**src/rtl/uart_rx_decoder_pkg.sv**
```systemverilog
// Definitions shared by both ends of the serial link: receiver FSM states, cipher
// modes and the Hamming (7,4) syndrome-to-bit table.
package uart_rx_decoder_pkg;

   typedef enum logic [2:0] {
      S_IDLE,
      S_START,
      S_DATA,
      S_STOP,
      S_DONE
   } rx_state_t;

   localparam int CW_BITS   = 7;
   localparam int DATA_BITS = 4;

   localparam int OP_NOT       = 1;
   localparam int OP_ROT_R     = 2;
   localparam int OP_ROT_L     = 3;
   localparam int OP_ROT_L_NOT = 4;

   // One-hot mask of the codeword bit a syndrome points at; 000 flips nothing.
   function automatic logic [6:0] syndrome_flip(input logic [2:0] syn);
      logic [6:0] mask;
      case (syn)
         3'b111:  mask = 7'b100_0000;
         3'b101:  mask = 7'b010_0000;
         3'b110:  mask = 7'b001_0000;
         3'b011:  mask = 7'b000_1000;
         3'b100:  mask = 7'b000_0100;
         3'b010:  mask = 7'b000_0010;
         3'b001:  mask = 7'b000_0001;
         default: mask = 7'b000_0000;
      endcase
      return mask;
   endfunction

endpackage

```
**src/rtl/uart_rx_decoder_hamming74_decoder.sv**
```systemverilog
// Combinational Hamming (7,4) decoder: received codeword in, single-bit corrected
// encrypted nibble, syndrome and a corrected-error flag out.
module hamming74_decoder
   import uart_rx_decoder_pkg::*;
(
   input  logic [6:0] codeword,
   output logic [3:0] data,
   output logic [2:0] syndrome,
   output logic       err
);

   logic [6:0] flip;

   assign syndrome = {codeword[2] ^ codeword[6] ^ codeword[5] ^ codeword[4],
                      codeword[1] ^ codeword[6] ^ codeword[4] ^ codeword[3],
                      codeword[0] ^ codeword[6] ^ codeword[5] ^ codeword[3]};

   // Parity-bit hits still count as corrected even though the data nibble is untouched.
   assign flip = syndrome_flip(syndrome);
   assign data = codeword[6:3] ^ flip[6:3];
   assign err  = |flip;

endmodule

```
**src/rtl/uart_rx_decoder.sv**
```systemverilog
// Receive end of the serial link: frames a 9-bit line burst on the transmitter's load
// strobe, corrects it through the Hamming (7,4) decoder and undoes the cipher.
module uart_rx_decoder
   import uart_rx_decoder_pkg::*;
#(
   parameter int N     = 7,
   parameter int K     = 4,
   parameter int OpFun = 1
) (
   input  logic         clk,
   input  logic         rst_n,
   input  logic         load,
   input  logic         data_in,
   output logic [K-1:0] data_out,
   output logic         data_valid,
   output logic         err_corrected,
   output logic         frame_err,
   output logic         overrun,
   output logic [2:0]   syndrome,
   output logic         busy,
   output logic [N-1:0] led_codeword
);

   if (N != CW_BITS) begin : g_bad_n
      $error("uart_rx_decoder: N must be 7");
   end
   if (K != DATA_BITS) begin : g_bad_k
      $error("uart_rx_decoder: K must be 4");
   end
   if (OpFun < OP_NOT || OpFun > OP_ROT_L_NOT) begin : g_bad_op
      $error("uart_rx_decoder: OpFun must be 1..4");
   end

   rx_state_t  state;
   rx_state_t  state_next;
   logic       abort;
   logic [2:0] bit_cnt;
   logic [6:0] shift_reg;
   logic       frame_err_pend;
   logic [3:0] enc_data;
   logic [3:0] plain_data;
   logic [2:0] dec_syndrome;
   logic       dec_err;

   hamming74_decoder u_hamming (
      .codeword (shift_reg),
      .data     (enc_data),
      .syndrome (dec_syndrome),
      .err      (dec_err)
   );

   always_comb begin
      case (OpFun)
         OP_NOT:       plain_data = ~enc_data;
         OP_ROT_R:     plain_data = {enc_data[0], enc_data[3:1]};
         OP_ROT_L:     plain_data = {enc_data[2:0], enc_data[3]};
         OP_ROT_L_NOT: plain_data = {~enc_data[2:0], ~enc_data[3]};
         default:      plain_data = ~enc_data;
      endcase
   end

   always_ff @(posedge clk or negedge rst_n) begin
      if (!rst_n) begin
         state <= S_IDLE;
      end else begin
         state <= state_next;
      end
   end

   // A load in DONE is the next frame arriving on schedule (every 10 clk): the current
   // frame is already complete, so it is delivered and not reported as an overrun.
   always_comb begin
      state_next = state;
      abort      = 1'b0;
      case (state)
         S_IDLE:  if (load) state_next = S_START;
         S_START: state_next = S_DATA;
         S_DATA:  if (bit_cnt == 3'd6) state_next = S_STOP;
         S_STOP:  state_next = S_DONE;
         S_DONE:  state_next = S_IDLE;
         default: state_next = S_IDLE;
      endcase
      if (load) begin
         state_next = S_START;
         abort      = (state == S_START) || (state == S_DATA) || (state == S_STOP);
      end
   end

   always_ff @(posedge clk or negedge rst_n) begin
      if (!rst_n) begin
         bit_cnt        <= 3'd0;
         shift_reg      <= 7'd0;
         frame_err_pend <= 1'b0;
         data_out       <= '0;
         data_valid     <= 1'b0;
         err_corrected  <= 1'b0;
         frame_err      <= 1'b0;
         overrun        <= 1'b0;
         syndrome       <= 3'd0;
         led_codeword   <= '0;
      end else begin
         data_valid    <= 1'b0;
         err_corrected <= 1'b0;
         frame_err     <= 1'b0;
         overrun       <= abort;
         case (state)
            S_START: begin
               frame_err_pend <= data_in;
               bit_cnt        <= 3'd0;
            end
            // LSB arrives first, so shifting in from the top leaves r[0] at bit 0.
            S_DATA: begin
               shift_reg <= {data_in, shift_reg[6:1]};
               bit_cnt   <= bit_cnt + 3'd1;
            end
            S_STOP: begin
               if (!data_in) frame_err_pend <= 1'b1;
            end
            S_DONE: begin
               data_out      <= plain_data;
               syndrome      <= dec_syndrome;
               err_corrected <= dec_err;
               frame_err     <= frame_err_pend;
               led_codeword  <= shift_reg;
               data_valid    <= 1'b1;
            end
            default: begin
            end
         endcase
      end
   end

   assign busy = (state != S_IDLE);

endmodule

```
**config.mk**
```make
export PLATFORM = sky130hd
export DESIGN_NAME = uart_rx_decoder
export DESIGN_NICKNAME = d
export VERILOG_FILES = /design/src/rtl/uart_rx_decoder_pkg.sv /design/src/rtl/uart_rx_decoder_hamming74_decoder.sv /design/src/rtl/uart_rx_decoder.sv
export SDC_FILE = /design/constraint.sdc
export NUM_CORES = 1
export LEC_CHECK = 0
export ABC_AREA = 1
export BUFFER_PORTS_ARGS = -buffer_cell sky130_fd_sc_hd__buf_2
export CAP_MARGIN = 25
export CORE_MARGIN = 2
export CORE_UTILIZATION = 35
export CTS_CLUSTER_SIZE = 40
export DETAILED_ROUTE_END_ITERATION = 8
export PLACE_DENSITY_LB_ADDON = 0.12
export SLEW_MARGIN = 30
export SYNTH_ARGS = -nofsm -noshare
export SYNTH_HDL_FRONTEND = slang
export SYNTH_SLANG_ARGS = --single-unit
```
**constraint.sdc**
```tcl
create_clock -name clk -period 1.3 [get_ports clk]
set_clock_uncertainty 0.1 [all_clocks]
set_input_delay 0.195 -clock clk [delete_from_list [all_inputs] [get_ports clk]]
set_output_delay 0.195 -clock clk [all_outputs]
set_load 0.01 [all_outputs]
```
Word-level counts from Yosys, hierarchy flattened
Index checks and enable logic that the tools add are counted.
- register bits after elaboration: 32
- bits of input ports: 4
- add/subtract/negate cells: 1
- eq/ne operators: 15
- mux-type cells: 11
- bitwise logic cells: 11
- reduce and logical (&&, ||, !) cells: 9
- operator list (kind ; count):
    7-bit case mux with 7 select lines ; 1
    3-bit == test (second input constant) ; 6
    3-bit by 2-bit == test with 1-bit output (second input constant) ; 4
    3-bit case mux with 4 select lines ; 1
    1-bit XOR ; 9
    7-bit OR reduction ; 1
    3-bit by 1-bit == test with 1-bit output (second input constant) ; 2
    3-bit two-way mux ; 2
    3-bit case mux with 2 select lines ; 1
    1-bit two-way mux ; 5
    2-bit inequality test (second input constant) ; 2
    4-bit NOT ; 1
    2-bit AND reduction ; 2
    2-bit nonzero test ; 2
    4-bit XOR ; 1
    3-bit by 1-bit adder with 3-bit output (second input constant) ; 1
    3-bit zero test ; 1
    3-bit inequality test (second input constant) ; 1
    3-bit nonzero test ; 1
    1-bit logical OR ; 2
    1-bit case mux with 2 select lines ; 1

Longest topological paths before layout
- depth in word-level cells: 7
- gate-level depth with buffers: 11

By module
From an unflattened synthesis, not the netlist that was laid out.
- cells, all modules: 203
- area total of the unflattened synthesis: 1690.4 um^2
- by module, submodules not included (module ; times used ; cells an instance ; area each (um^2) ; seq. area each (um^2)):
    uart_rx_decoder ; 1 ; 131 ; 1312.5 ; 800.8
    hamming74_decoder ; 1 ; 72 ; 377.9 ; 0.0

Worst setup path before layout
Ideal clock, no wire load.
- path kind: flip-flop to flip-flop
- from: register shift_reg[3]
- to: register data_out[3]
- arrival: 1110 ps
- data required time: 1076 ps
- slack: -34 ps
- stages on the path, launching flop included: 12
- path buffers: 1
- period minus slack after synthesis: 1334 ps
- cells stage by stage: dfrtp_1 -> buf_2 -> nor2_1 -> inv_1 -> nand2_1 -> nand2_1 -> nand2_2 -> nand2_1 -> inv_2 -> nand2_1 -> nand2_1 -> nand3_1
- cells in the longest elaborated chain, start to end: 5
- elaborated cells between the ends (all ways): 12
- classes of those cells: eq/ne (7); mux (1); bitwise (4)
- RTL lines (what ; line ; text):
    from (decl) ; uart_rx_decoder.sv:38 ; logic [6:0] shift_reg;
    from (signal assigned) ; uart_rx_decoder.sv:113 ; shift_reg <= {data_in, shift_reg[6:1]};
    1-bit XOR (on tied branches) ; uart_rx_decoder_hamming74_decoder.sv:16, uart_rx_decoder_hamming74_decoder.sv:15 ;
    3-bit by 1-bit == test with 1-bit output, or another cell as far along ; uart_rx_decoder_pkg.sv:24 ; case (syn)
    7-bit case mux with 7 select lines (*) ; uart_rx_decoder_pkg.sv:24 ;
    4-bit XOR (*) ; uart_rx_decoder_hamming74_decoder.sv:20 ; assign data = codeword[6:3] ^ flip[6:3];
    4-bit NOT (*) ; - ;
    to (signal assigned) ; uart_rx_decoder.sv:120 ; data_out <= plain_data;
    to (decl) ; uart_rx_decoder.sv:14 ; output logic [K-1:0] data_out,
Mark *: on every way between the ends. The rest lies on a longest branch, timed or not.
A chain may end at the register's enable or synchronous reset.

Worst setup path after layout
Ends and elaborated chain as after synthesis.

==> flow_metrics.py <==
metrics = {
    "grt": {
        "antenna_found_initial": 0,
        "gr-total-overflow": 0,
        "grt_pass1_wl_mm": 5.830,
        "grtUsageTotal_pct": 15.29,
        "grt_pass1_vias": 1309,
        "grt_max_degree": 18,
    },
    "routing": {
        "drc": 0,
        "ant_nets": 0,
        "routed-via-count": 1347,
        "wl_per_cell_um": 11.78,
        "vias_per_cell": 4.613,
        "drt-total-wl_mm": 3.441,
        "drtIter0Drc": 52,
        "dr.pass1.iters": 4,
    },
    "power": {
        "peakVddDrop_v": 0.0008793,
        "p_sw_uw": 1615,
        "pwr-share-clk_pct": 17.1,
        "p_leak_uw": 0.001116,
        "power_frac_comb_pct": 47.6,
        "power_density_nw_per_um2": 1901,
        "seqPwrFrac_pct": 35.3,
        "netSwitchingFraction_pct": 39.18,
        "internal_power_uw": 2508,
    },
    "floorplanning": {
        "die_area_um2": 4792,
        "die_h_um": 69.23,
        "io_pins": 23,
        "die_x_um": 69.23,
        "rows": 23,
        "start_util_pct": 36.69,
        "coreArea_um2": 4058,
    },
    "worst_setup_path": {
        "critPathArrivalTime_ps": 1510,
        "crit_buf_inv": 2,
        "worstSetupEndpointType": "flip-flop",
        "path_cells": "inv_1, nand2_1, nand2_2, nand2_4, nand2_1, nand2_2, inv_2, nand2_1, nand2_1, nand3_1",
        "path_common_cell": "nand2_1",
        "required_ps": 1370,
        "start_kind": "flip-flop",
        "r2r_cells": 10,
        "slowest_delay_ps": 450,
        "slowest_stage": "dfrtp_2",
        "path_depth": 10,
        "crit_family": "simple AND/OR/NAND/NOR gates",
        "cp_max_fo": 6,
        "crit_type": "reg2reg",
    },
    "sta": {
        "slew_headroom_pct": 73.22,
        "finalMaxSlewViolations": 0,
        "timing.fmax_ghz": 0.6930,
        "tightest_slew_ps": 401.7,
        "fin_tns_setup_ps": -774.8,
        "hold_violations": 0,
        "fin_ws_ps": -143.0,
        "period_minus_slack_ps": 1443,
        "setup_viol": 7,
        "rsz0062_at_grt": "true",
        "finalCritPeriodShare_pct": 111.0,
    },
    "outcome": {
        "status": "complete, but fails checks",
        "violations": "negative setup slack",
    },
    "synthesis": {
        "synth_async_sr_flop_share_pct": 100.0,
        "yosysTopAreaCell": "dfrtp_1",
        "postSynthAreaPerCell_um2": 8.092,
        "yosys-top-cells-count": "50 x nand2_1, 32 x dfrtp_1, 25 x nor2_1",
        "synth_nets": 190,
        "ys.flop_type": "dfrtp_1",
        "synth_cell_types": 20,
        "syn_inst": 184,
        "synth_warnings": 0,
        "synth_area_um2": 1489,
        "synth_edf_count": 0,
        "synth.area.top_cells": "dfrtp_1 54%, nand2_1 13%, nor2_1 6.3%",
        "yosysMostFrequentCell": "nand2_1",
        "yosysSeqAreaShare_pct": 53.78,
        "yosys.area.top_type_share_pct": 53.78,
        "ys_ff_latch": 32,
    },
    "final_layout": {
        "n_antenna_cell": 0,
        "drive_gt1_share_pct": 44.63,
        "nets": 248,
        "instances_no_fill": 292,
        "areaGrowthSynthToFinish_pct": 45.63,
        "n_fill_cell": 398,
    },
    "placement": {
        "gp_congestion": 0.8394,
        "dp_cells": 275,
        "hpwlAfterDp_mm": 2.486,
        "io_buffer_count": 22,
    },
    "job": {
        "cap_violations": 0,
    },
    "cts": {
        "cts_root_buffer": "clkbuf_8",
        "path_clk_slew_ps": 70,
        "numClockSinks": 32,
        "insertion_delay_ps": 280,
        "cts_tree": "built",
        "numCtsBuffers": 5,
        "max-clock-path-buffers": 2,
        "cts_max_level": 2,
    },
    "min_path": {
        "hold_depth": 3,
        "hp-class": "in2reg",
    },
}
[metrics by stage]
stage	util [%]	hold WS [ps]	cell area, um2	setup slack (ps)	power [uW]
floorplan	-	-200.6	1500	-5.462	2378
global placement	45.21	28.60	1834	-194.9	2959
detailed placement	45.21	40.85	1834	-238.0	2979
CTS	49.21	67.24	1997	-114.7	3800
global route	53.44	86.48	2168	-250.0	4467
finish	53.44	79.91	2168	-143.0	4123
[cells by family (layout without fill, tap and decap cells)]
group | Yosys count | in the layout | synth area share, %
AND/OR/NAND/NOR | 101 | 101 | 29.75
flip-flops | 32 | 32 | 53.78
AO/OA/AOI/OAI | 22 | 22 | 7.479
XOR/XNOR | 1 | 1 | 0.5883
adder cells (fa/ha/maj) | 2 | 2 | 1.680
buffers and inverters | 26 | 84 | 6.723
[worst paths after layout]
check                              from        endpoint  slack (ps)
setup / recovery           shift_reg[3]     data_out[3]        -140
min in group asynchronous         rst_n     data_out[0]         270
hold reg to reg              bit_cnt[2]      bit_cnt[2]         380
setup reg to reg           shift_reg[3]     data_out[3]        -140
max in group asynchronous         rst_n    shift_reg[3]         400
hold / removal                  data_in  frame_err_pend          80
[cells in the final DEF (no fill, tap or decap), types with 2 or more instances in the layout]
master         instances
nand2_4                4
clkbuf_8               5
dlygate4sd3_1          2
dfrtp_2                3
buf_6                  5
ha_1                   2
nand2_2               17
dfrtp_1               29
inv_4                  2
inv_2                  9
a21oi_1                4
buf_2                 22
inv_1                 11
buf_4                 24
o21ai_1                9
nand3_2                2
nor2_1                22
nand2_1               36
nor2_4                 5
nand3_1                9
o21ai_0                7
[cell type report]
cell class                      instances  area, um2  share of cell area, %
Clock inverter                          1      5.005                 0.2308
Tap cell                               50      62.56                  2.885
Clock buffer                            6      72.57                  3.347
Multi-Input combinational cell        126      734.5                  33.87
Timing Repair Buffer                   55      401.6                  18.52
Sequential cell                        32      804.5                  37.10
Inverter                               22      87.58                  4.039
[worst min-delay path, cell delays in order]
cell and delay [ps]:
buf_2 110, a21oi_1 60, o21ai_0 60
[layer usage]
layer	part of all wire [%]	vias up	track usage, %	wire [um]
met2	54	25	26.60	1856
met4	0.67	0	3.922	23
li1	-	690	-	-
met5	0	-	0	0
met1	42	629	18.04	1434
met3	3.7	3	5.233	126
[power groups by stage]
stage / Sequential (uW) / Combinational (uW) / Clock, uW
floorplan: 1510 / 868 / 0
finish: 1460 / 1960 / 705
global placement: 1450 / 1510 / 0
CTS: 1440 / 1630 / 733
detailed placement: 1460 / 1520 / 0
global route: 1490 / 2180 / 796
[repair_timing]
action                                  4_1_cts  5_1_grt
gates resized for setup                      12       48
endpoints found under the hold margin        17        0
hold buffers                                  2        0
buffers inserted                              4        4
pin swaps                                    10       16
endpoints found under the setup margin       19       27
Power figures use the tool's default switching activity.
